File: src/rtl/relm_custom_issue_pkg.sv
// Shared types and constants for the relm_custom operand-capture / result-return stage.
package relm_custom_issue_pkg;

    typedef enum logic [1:0] {
        IDLE = 2'd0,
        WAIT = 2'd1,
        HOLD = 2'd2
    } state_t;

    localparam int CNT_W = 4;

    // The countdown register is CNT_W bits, so the multicycle window is bounded by its range.
    function automatic bit lat_legal(input int lat);
        return (lat >= 1) && (lat <= 15);
    endfunction

endpackage

File: src/rtl/relm_custom_issue_if.sv
// Request/response bus between the core, the issue stage and writeback.
interface relm_custom_issue_if #(
    parameter int WD  = 32,
    parameter int WOP = 5,
    parameter int WC  = 0
);
    logic                 req_valid;
    logic                 req_ready;
    logic [WOP-1:0]       op_in;
    logic [WD-1:0]        a_in;
    logic [WC+WD-1:0]     cb_in;
    logic [WD-1:0]        x_in;
    logic [WD-1:0]        xb_in;
    logic                 opb_in;
    logic                 rsp_valid;
    logic                 rsp_ready;
    logic [WD-1:0]        a_out;
    logic [WC+WD-1:0]     cb_out;

    modport master (
        output req_valid, op_in, a_in, cb_in, x_in, xb_in, opb_in, rsp_ready,
        input  req_ready, rsp_valid, a_out, cb_out
    );

    modport slave (
        input  req_valid, op_in, a_in, cb_in, x_in, xb_in, opb_in, rsp_ready,
        output req_ready, rsp_valid, a_out, cb_out
    );
endinterface

File: src/rtl/relm_custom_issue.sv
// Holds one custom op's operands stable for LAT cycles at the relm_custom inputs,
// then samples its result and returns it to writeback over a valid/ready handshake.
module relm_custom_issue
    import relm_custom_issue_pkg::*;
#(
    parameter int WD  = 32,
    parameter int WOP = 5,
    parameter int WC  = 0,
    parameter int LAT = 2
) (
    input  logic                  clk,
    input  logic                  rst,
    relm_custom_issue_if.slave    bus,
    input  logic                  abort,
    output logic [WOP-1:0]        cu_op,
    output logic [WD-1:0]         cu_a,
    output logic [WC+WD-1:0]      cu_cb,
    output logic [WD-1:0]         cu_x,
    output logic [WD-1:0]         cu_xb,
    output logic                  cu_opb,
    input  logic [WD-1:0]         cu_a_res,
    input  logic [WC+WD-1:0]      cu_cb_res,
    output logic                  busy
);

    if (!lat_legal(LAT)) begin : g_lat_illegal
        $fatal(1, "relm_custom_issue: LAT must be within 1..15");
    end

    localparam logic [CNT_W-1:0] CNT_LOAD = CNT_W'(LAT - 1);

    state_t              state_r;
    logic [CNT_W-1:0]    cnt_r;
    logic [WD-1:0]       a_out_r;
    logic [WC+WD-1:0]    cb_out_r;
    logic                rsp_valid_r;
    logic                busy_r;
    logic                req_ready_s;
    logic                accept_s;

    // Request acceptance; HOLD hands ready straight through so the next op overlaps the response.
    always_comb begin
        req_ready_s = 1'b0;
        if (rst || abort) begin
            req_ready_s = 1'b0;
        end else begin
            case (state_r)
                IDLE:    req_ready_s = 1'b1;
                WAIT:    req_ready_s = 1'b0;
                HOLD:    req_ready_s = bus.rsp_ready;
                default: req_ready_s = 1'b0;
            endcase
        end
    end

    assign accept_s      = bus.req_valid && req_ready_s;
    assign bus.req_ready = req_ready_s;
    assign bus.rsp_valid = rsp_valid_r;
    assign bus.a_out     = a_out_r;
    assign bus.cb_out    = cb_out_r;
    assign busy          = busy_r;

    // Issue FSM with its multicycle countdown, operand capture and result capture.
    always_ff @(posedge clk or posedge rst) begin
        if (rst) begin
            state_r     <= IDLE;
            cnt_r       <= {CNT_W{1'b0}};
            cu_op       <= {WOP{1'b0}};
            cu_a        <= {WD{1'b0}};
            cu_cb       <= {(WC+WD){1'b0}};
            cu_x        <= {WD{1'b0}};
            cu_xb       <= {WD{1'b0}};
            cu_opb      <= 1'b0;
            a_out_r     <= {WD{1'b0}};
            cb_out_r    <= {(WC+WD){1'b0}};
            rsp_valid_r <= 1'b0;
            busy_r      <= 1'b0;
        end else if (abort) begin
            // Flush: any result that would have been sampled this edge is dropped.
            state_r     <= IDLE;
            cnt_r       <= {CNT_W{1'b0}};
            rsp_valid_r <= 1'b0;
            busy_r      <= 1'b0;
        end else if (accept_s) begin
            cu_op       <= bus.op_in;
            cu_a        <= bus.a_in;
            cu_cb       <= bus.cb_in;
            cu_x        <= bus.x_in;
            cu_xb       <= bus.xb_in;
            cu_opb      <= bus.opb_in;
            cnt_r       <= CNT_LOAD;
            state_r     <= WAIT;
            rsp_valid_r <= 1'b0;
            busy_r      <= 1'b1;
        end else begin
            case (state_r)
                IDLE: begin
                    rsp_valid_r <= 1'b0;
                    busy_r      <= 1'b0;
                end
                WAIT: begin
                    if (cnt_r != {CNT_W{1'b0}}) begin
                        cnt_r <= cnt_r - {{(CNT_W-1){1'b0}}, 1'b1};
                    end else begin
                        a_out_r     <= cu_a_res;
                        cb_out_r    <= cu_cb_res;
                        rsp_valid_r <= 1'b1;
                        state_r     <= HOLD;
                    end
                end
                HOLD: begin
                    if (bus.rsp_ready) begin
                        state_r     <= IDLE;
                        rsp_valid_r <= 1'b0;
                        busy_r      <= 1'b0;
                    end
                end
                default: begin
                    state_r     <= IDLE;
                    rsp_valid_r <= 1'b0;
                    busy_r      <= 1'b0;
                end
            endcase
        end
    end

endmodule

File: src/flat_wrapper.sv
// flat-port wrapper written by rule: the top's interface ports become plain ports
module relm_custom_issue_flat import relm_custom_issue_pkg::*;
#(
    parameter int WD  = 32,
    parameter int WOP = 5,
    parameter int WC  = 0,
    parameter int LAT = 2
)
  (clk, rst, abort, cu_op, cu_a, cu_cb, cu_x, cu_xb, cu_opb, cu_a_res, cu_cb_res, busy, bus_req_valid, bus_op_in, bus_a_in, bus_cb_in, bus_x_in, bus_xb_in, bus_opb_in, bus_rsp_ready, bus_req_ready, bus_rsp_valid, bus_a_out, bus_cb_out);
  relm_custom_issue_if #(.WD(WD), .WOP(WOP), .WC(WC)) bus_i ();
  input  logic clk;
  input  logic rst;
  input  logic abort;
  output logic [WOP-1:0] cu_op;
  output logic [WD-1:0] cu_a;
  output logic [WC+WD-1:0] cu_cb;
  output logic [WD-1:0] cu_x;
  output logic [WD-1:0] cu_xb;
  output logic cu_opb;
  input  logic [WD-1:0] cu_a_res;
  input  logic [WC+WD-1:0] cu_cb_res;
  output logic busy;
  input wire logic [$bits(bus_i.req_valid)-1:0] bus_req_valid;
  input wire logic [$bits(bus_i.op_in)-1:0] bus_op_in;
  input wire logic [$bits(bus_i.a_in)-1:0] bus_a_in;
  input wire logic [$bits(bus_i.cb_in)-1:0] bus_cb_in;
  input wire logic [$bits(bus_i.x_in)-1:0] bus_x_in;
  input wire logic [$bits(bus_i.xb_in)-1:0] bus_xb_in;
  input wire logic [$bits(bus_i.opb_in)-1:0] bus_opb_in;
  input wire logic [$bits(bus_i.rsp_ready)-1:0] bus_rsp_ready;
  output wire logic [$bits(bus_i.req_ready)-1:0] bus_req_ready;
  output wire logic [$bits(bus_i.rsp_valid)-1:0] bus_rsp_valid;
  output wire logic [$bits(bus_i.a_out)-1:0] bus_a_out;
  output wire logic [$bits(bus_i.cb_out)-1:0] bus_cb_out;
  assign bus_i.req_valid = bus_req_valid;
  assign bus_i.op_in = bus_op_in;
  assign bus_i.a_in = bus_a_in;
  assign bus_i.cb_in = bus_cb_in;
  assign bus_i.x_in = bus_x_in;
  assign bus_i.xb_in = bus_xb_in;
  assign bus_i.opb_in = bus_opb_in;
  assign bus_i.rsp_ready = bus_rsp_ready;
  assign bus_req_ready = bus_i.req_ready;
  assign bus_rsp_valid = bus_i.rsp_valid;
  assign bus_a_out = bus_i.a_out;
  assign bus_cb_out = bus_i.cb_out;
  relm_custom_issue #(.WD(WD), .WOP(WOP), .WC(WC), .LAT(LAT)) u_core (.clk(clk), .rst(rst), .bus(bus_i), .abort(abort), .cu_op(cu_op), .cu_a(cu_a), .cu_cb(cu_cb), .cu_x(cu_x), .cu_xb(cu_xb), .cu_opb(cu_opb), .cu_a_res(cu_a_res), .cu_cb_res(cu_cb_res), .busy(busy));
endmodule
File: config.mk
export PLATFORM = sky130hd
export DESIGN_NAME = relm_custom_issue_flat
export DESIGN_NICKNAME = d
export VERILOG_FILES = /design/src/rtl/relm_custom_issue_pkg.sv /design/src/rtl/relm_custom_issue_if.sv /design/src/rtl/relm_custom_issue.sv /design/src/flat_wrapper.sv
export SDC_FILE = /design/constraint.sdc
export NUM_CORES = 1
export LEC_CHECK = 0
export BUFFER_PORTS_ARGS = -buffer_cell sky130_fd_sc_hd__buf_2
export CELL_PAD_IN_SITES_DETAIL_PLACEMENT = 0
export CELL_PAD_IN_SITES_GLOBAL_PLACEMENT = 1
export CORE_MARGIN = 4
export CORE_UTILIZATION = 37
export DETAILED_ROUTE_END_ITERATION = 12
export GPL_ROUTABILITY_DRIVEN = 0
export HOLD_SLACK_MARGIN = 0.12
export PLACE_DENSITY_LB_ADDON = 0.1
export REMOVE_ABC_BUFFERS = 1
export SYNTH_ARGS = -nofsm -noshare
export SYNTH_HDL_FRONTEND = slang
export SYNTH_SLANG_ARGS = --single-unit
File: constraint.sdc
create_clock -name clk -period 9.4 [get_ports clk]
set_input_delay 1.41 -clock clk [delete_from_list [all_inputs] [get_ports clk]]
set_output_delay 1.41 -clock clk [all_outputs]
set_load 0.01 [all_outputs]
==> impl_metrics.toml <==
[global_route]
grt_pass1_wl_um = 33400
grt_pass1_vias = 5963
track_usage = 0.170
antenna_found_initial = 8
grt-ovfl-total = 0
grt_max_degree = 128

[critical_path]
cp_slowest_stage_delay_ns = 0.88
critPathKind = "in -> reg"
crit_fanout = 60
worst_setup_path_start_kind = "input pin"
slowest_stage = "buf_4"
cp_num_buf_inv = 3
cpMostUsedCell = "buf_4"
required_ns = 9.78
cp.arrival_ns = 4.07
crit_path_cell_trace = "buf_2 > or4b_4 > nor2_4 > buf_4 > buf_4 > mux2_2"
end_kind = "flop"
crit_family = "buffers and inverters"

[cts]
cts.repair.resized = 0
tritoncts = "yes"
holdBufCountCts = 0
postCtsSetupBuffers = 0
cts-root-buf = "clkbuf_16"
path_clk_slew_ns = 0.06
clk_path_buf_depth = 3
numCtsBuffers = 24
clock_latency_ns = 0.50
cts_max_level = 1
clock-sinks = 206

[timing]
rsz0062_at_grt = "no"
fin_setup_tns_ns = 0
post-route-min-period_ns = 3.69
worstMarginPinSlew_ns = 1.02
finalCritPeriodShare = 0.392
fin_skew_ns = 0.00697
fmax_mhz = 271
maxSlewHeadroom = 0.320
drv_slew = 0
hold_violations = 0
setup_violations = 0

[power_and_ir_drop]
power.density_nw_per_um2 = 258
power.leakage_nw = 5.78
p_comb_frac = 0.264
power_switching_w = 0.000817
seqPwrFrac = 0.425
pwr-share-clk = 0.310
switching_share = 0.281
intPower_w = 0.00209
irDropWorstVdd_mv = 0.121

[routing]
drtIter0Drc = 208
vias_per_cell = 4.58
post_drt_wl_per_cell_um = 19.6
num_vias = 5388
route.detailed.drc = 0
drt-pass1-iter-count = 4
detail-route-antenna-nets = 0
routed_wl_um = 23100

[floorplanning]
core_um2 = 22100
start_util = 0.380
placementRows = 54
fp.dieH_um = 159
die_x_um = 159
pin_count = 404
fp.dieArea_um2 = 25200

[hold_path]
hp-class = "reg -> reg"

[place]
place_area_um2 = 10500
portBuffers = 403
hpwl_um = 17300

[yosys]
ys_seq_elements = 206
synth_area_leaders = "dfrtp_1, mux2_4, mux2_2"
netlist_area_um2 = 8400
synth_edf_count = 0
synth_top_area_frac = 0.614
ys_seq_area_frac = 0.614
ys_warn_count = 0
async_flop_share = 1.00
synth_cell_types = 29
synthCells = 464
yosys.area.top_type = "dfrtp_1"
ys.flop_type = "dfrtp_1"
syn_area_per_cell_um2 = 18.1

[layout]
drive_gt1_frac = 0.718
stdcell_area_um2 = 11300
nets = 1079
nFillCells = 1926
synthToLayoutAreaGrowth_pct = 34.2

[run_status]
status = "finished, final reports clean"

[flow_run]
cap_viol_max_count = 0
[flip-flops by register name (all words and copies together) (netlist names)]
name and count:
u_core.bus.a_out 32, u_core.bus.cb_out 32, u_core.cu_a 32, u_core.cu_cb 32, u_core.cu_x 32, u_core.cu_xb 32
u_core.cu_op 5, u_core.cnt_r 4, u_core.state_r 2, u_core.bus.rsp_valid 1, u_core.busy 1, u_core.cu_opb 1
[through the flow]
stage	hold slack (ns)	cells	util	setup WS [ns]	total power, W
floorplan	0.529	441	-	2.37	0.00166
detailed placement	0.472	1129	0.475	5.20	0.00203
global placement	0.465	1129	0.475	5.25	0.00202
finish	0.491	1176	0.510	5.71	0.00291
global route	0.515	1174	0.510	5.62	0.00307
CTS	0.491	1171	0.510	5.75	0.00296
[final timing paths]
kind / start / end / slack, ns / cells after the start
hold / removal: u_core.cu_op[2] / u_core.cu_op[2] / 0.49 / 1
max in group asynchronous: rst / u_core.cu_cb[13] / 6.66 / 3
setup reg to reg: u_core.state_r[0] / u_core.cu_xb[28] / 6.39 / 5
min in group asynchronous: rst / u_core.cu_xb[1] / 1.11 / 2
setup / recovery: abort / u_core.cu_xb[28] / 5.71 / 6
hold reg to reg: u_core.cu_op[2] / u_core.cu_op[2] / 0.49 / 1
[synthesized netlist by cell type (all sizes together) (2+ instances only)]
library cell	instances
nor2	2
inv	4
o21ai	6
a21oi	2
nor2b	3
a211oi	3
mux2	198
nand2	2
buf	23
dfrtp	206
nor3b	2
or3	3
[cell families (layout without fill, tap and decap cells)]
| group | Yosys count | after routing | synth area share |
|---|---|---|---|
| mux | 198 | 198 | 0.319 |
| compound gates | 13 | 13 | 0.00908 |
| simple gates | 19 | 19 | 0.0162 |
| other cells | 0 | 5 | 0 |
| fa+ha+maj | 1 | 1 | 0.00149 |
| flops | 206 | 206 | 0.614 |
| buf+inv | 27 | 454 | 0.0407 |
[worst reg2reg max path, delay by kind of cell, from the launching register on]
| kind | cells | cell delay, ns |
|---|---|---|
| buf+inv | 2 | 1.37 |
| flops | 1 | 0.44 |
| mux | 1 | 0.46 |
| simple gates | 2 | 0.62 |
[power groups by stage]
stage	clock network, W	registers (W)	logic (W)
2_1_floorplan	0	0.00135	0.000309
3_3_place_gp	0	0.00124	0.000776
3_5_place_dp	0	0.00124	0.000789
4_1_cts	0.000933	0.00124	0.000787
5_1_grt	0.000974	0.00127	0.000829
6_report	0.000902	0.00124	0.000768
[layout make-up]
type	count	area, µm²	area share
clock inverter	6	55.1	0.00488
timing repair buffer	408	2050	0.182
tap	280	350	0.0311
sequential	206	5150	0.457
clock buffer	36	717	0.0636
inverter	4	22.5	0.00200
multi-input combinational	231	2910	0.258
antenna	5	12.5	0.00111
[cells in the final DEF, fill, tap and decap left out, types with 2 or more instances in the layout]
| cell type | n |
|---|---|
| mux2_1 | 7 |
| diode_2 | 5 |
| a211oi_1 | 3 |
| clkbuf_1 | 6 |
| dfrtp_1 | 206 |
| buf_4 | 5 |
| nor2b_1 | 3 |
| clkbuf_8 | 5 |
| clkbuf_16 | 25 |
| or3_1 | 3 |
| mux2_4 | 120 |
| clkinv_2 | 5 |
| inv_1 | 3 |
| a21oi_1 | 2 |
| buf_2 | 403 |
| o21ai_0 | 6 |
| mux2_2 | 71 |
| nand2_1 | 2 |
[routing by layer]
metal | share of wire | global-route usage | up-vias
met5 | 0.0033 | 0 | -
met4 | 0.025 | 0.0552 | 10
met3 | 0.11 | 0.0707 | 50
met2 | 0.49 | 0.291 | 283
met1 | 0.37 | 0.193 | 2586
li1 | - | - | 2459
Note: power is estimated with default switching activity, not from simulation.
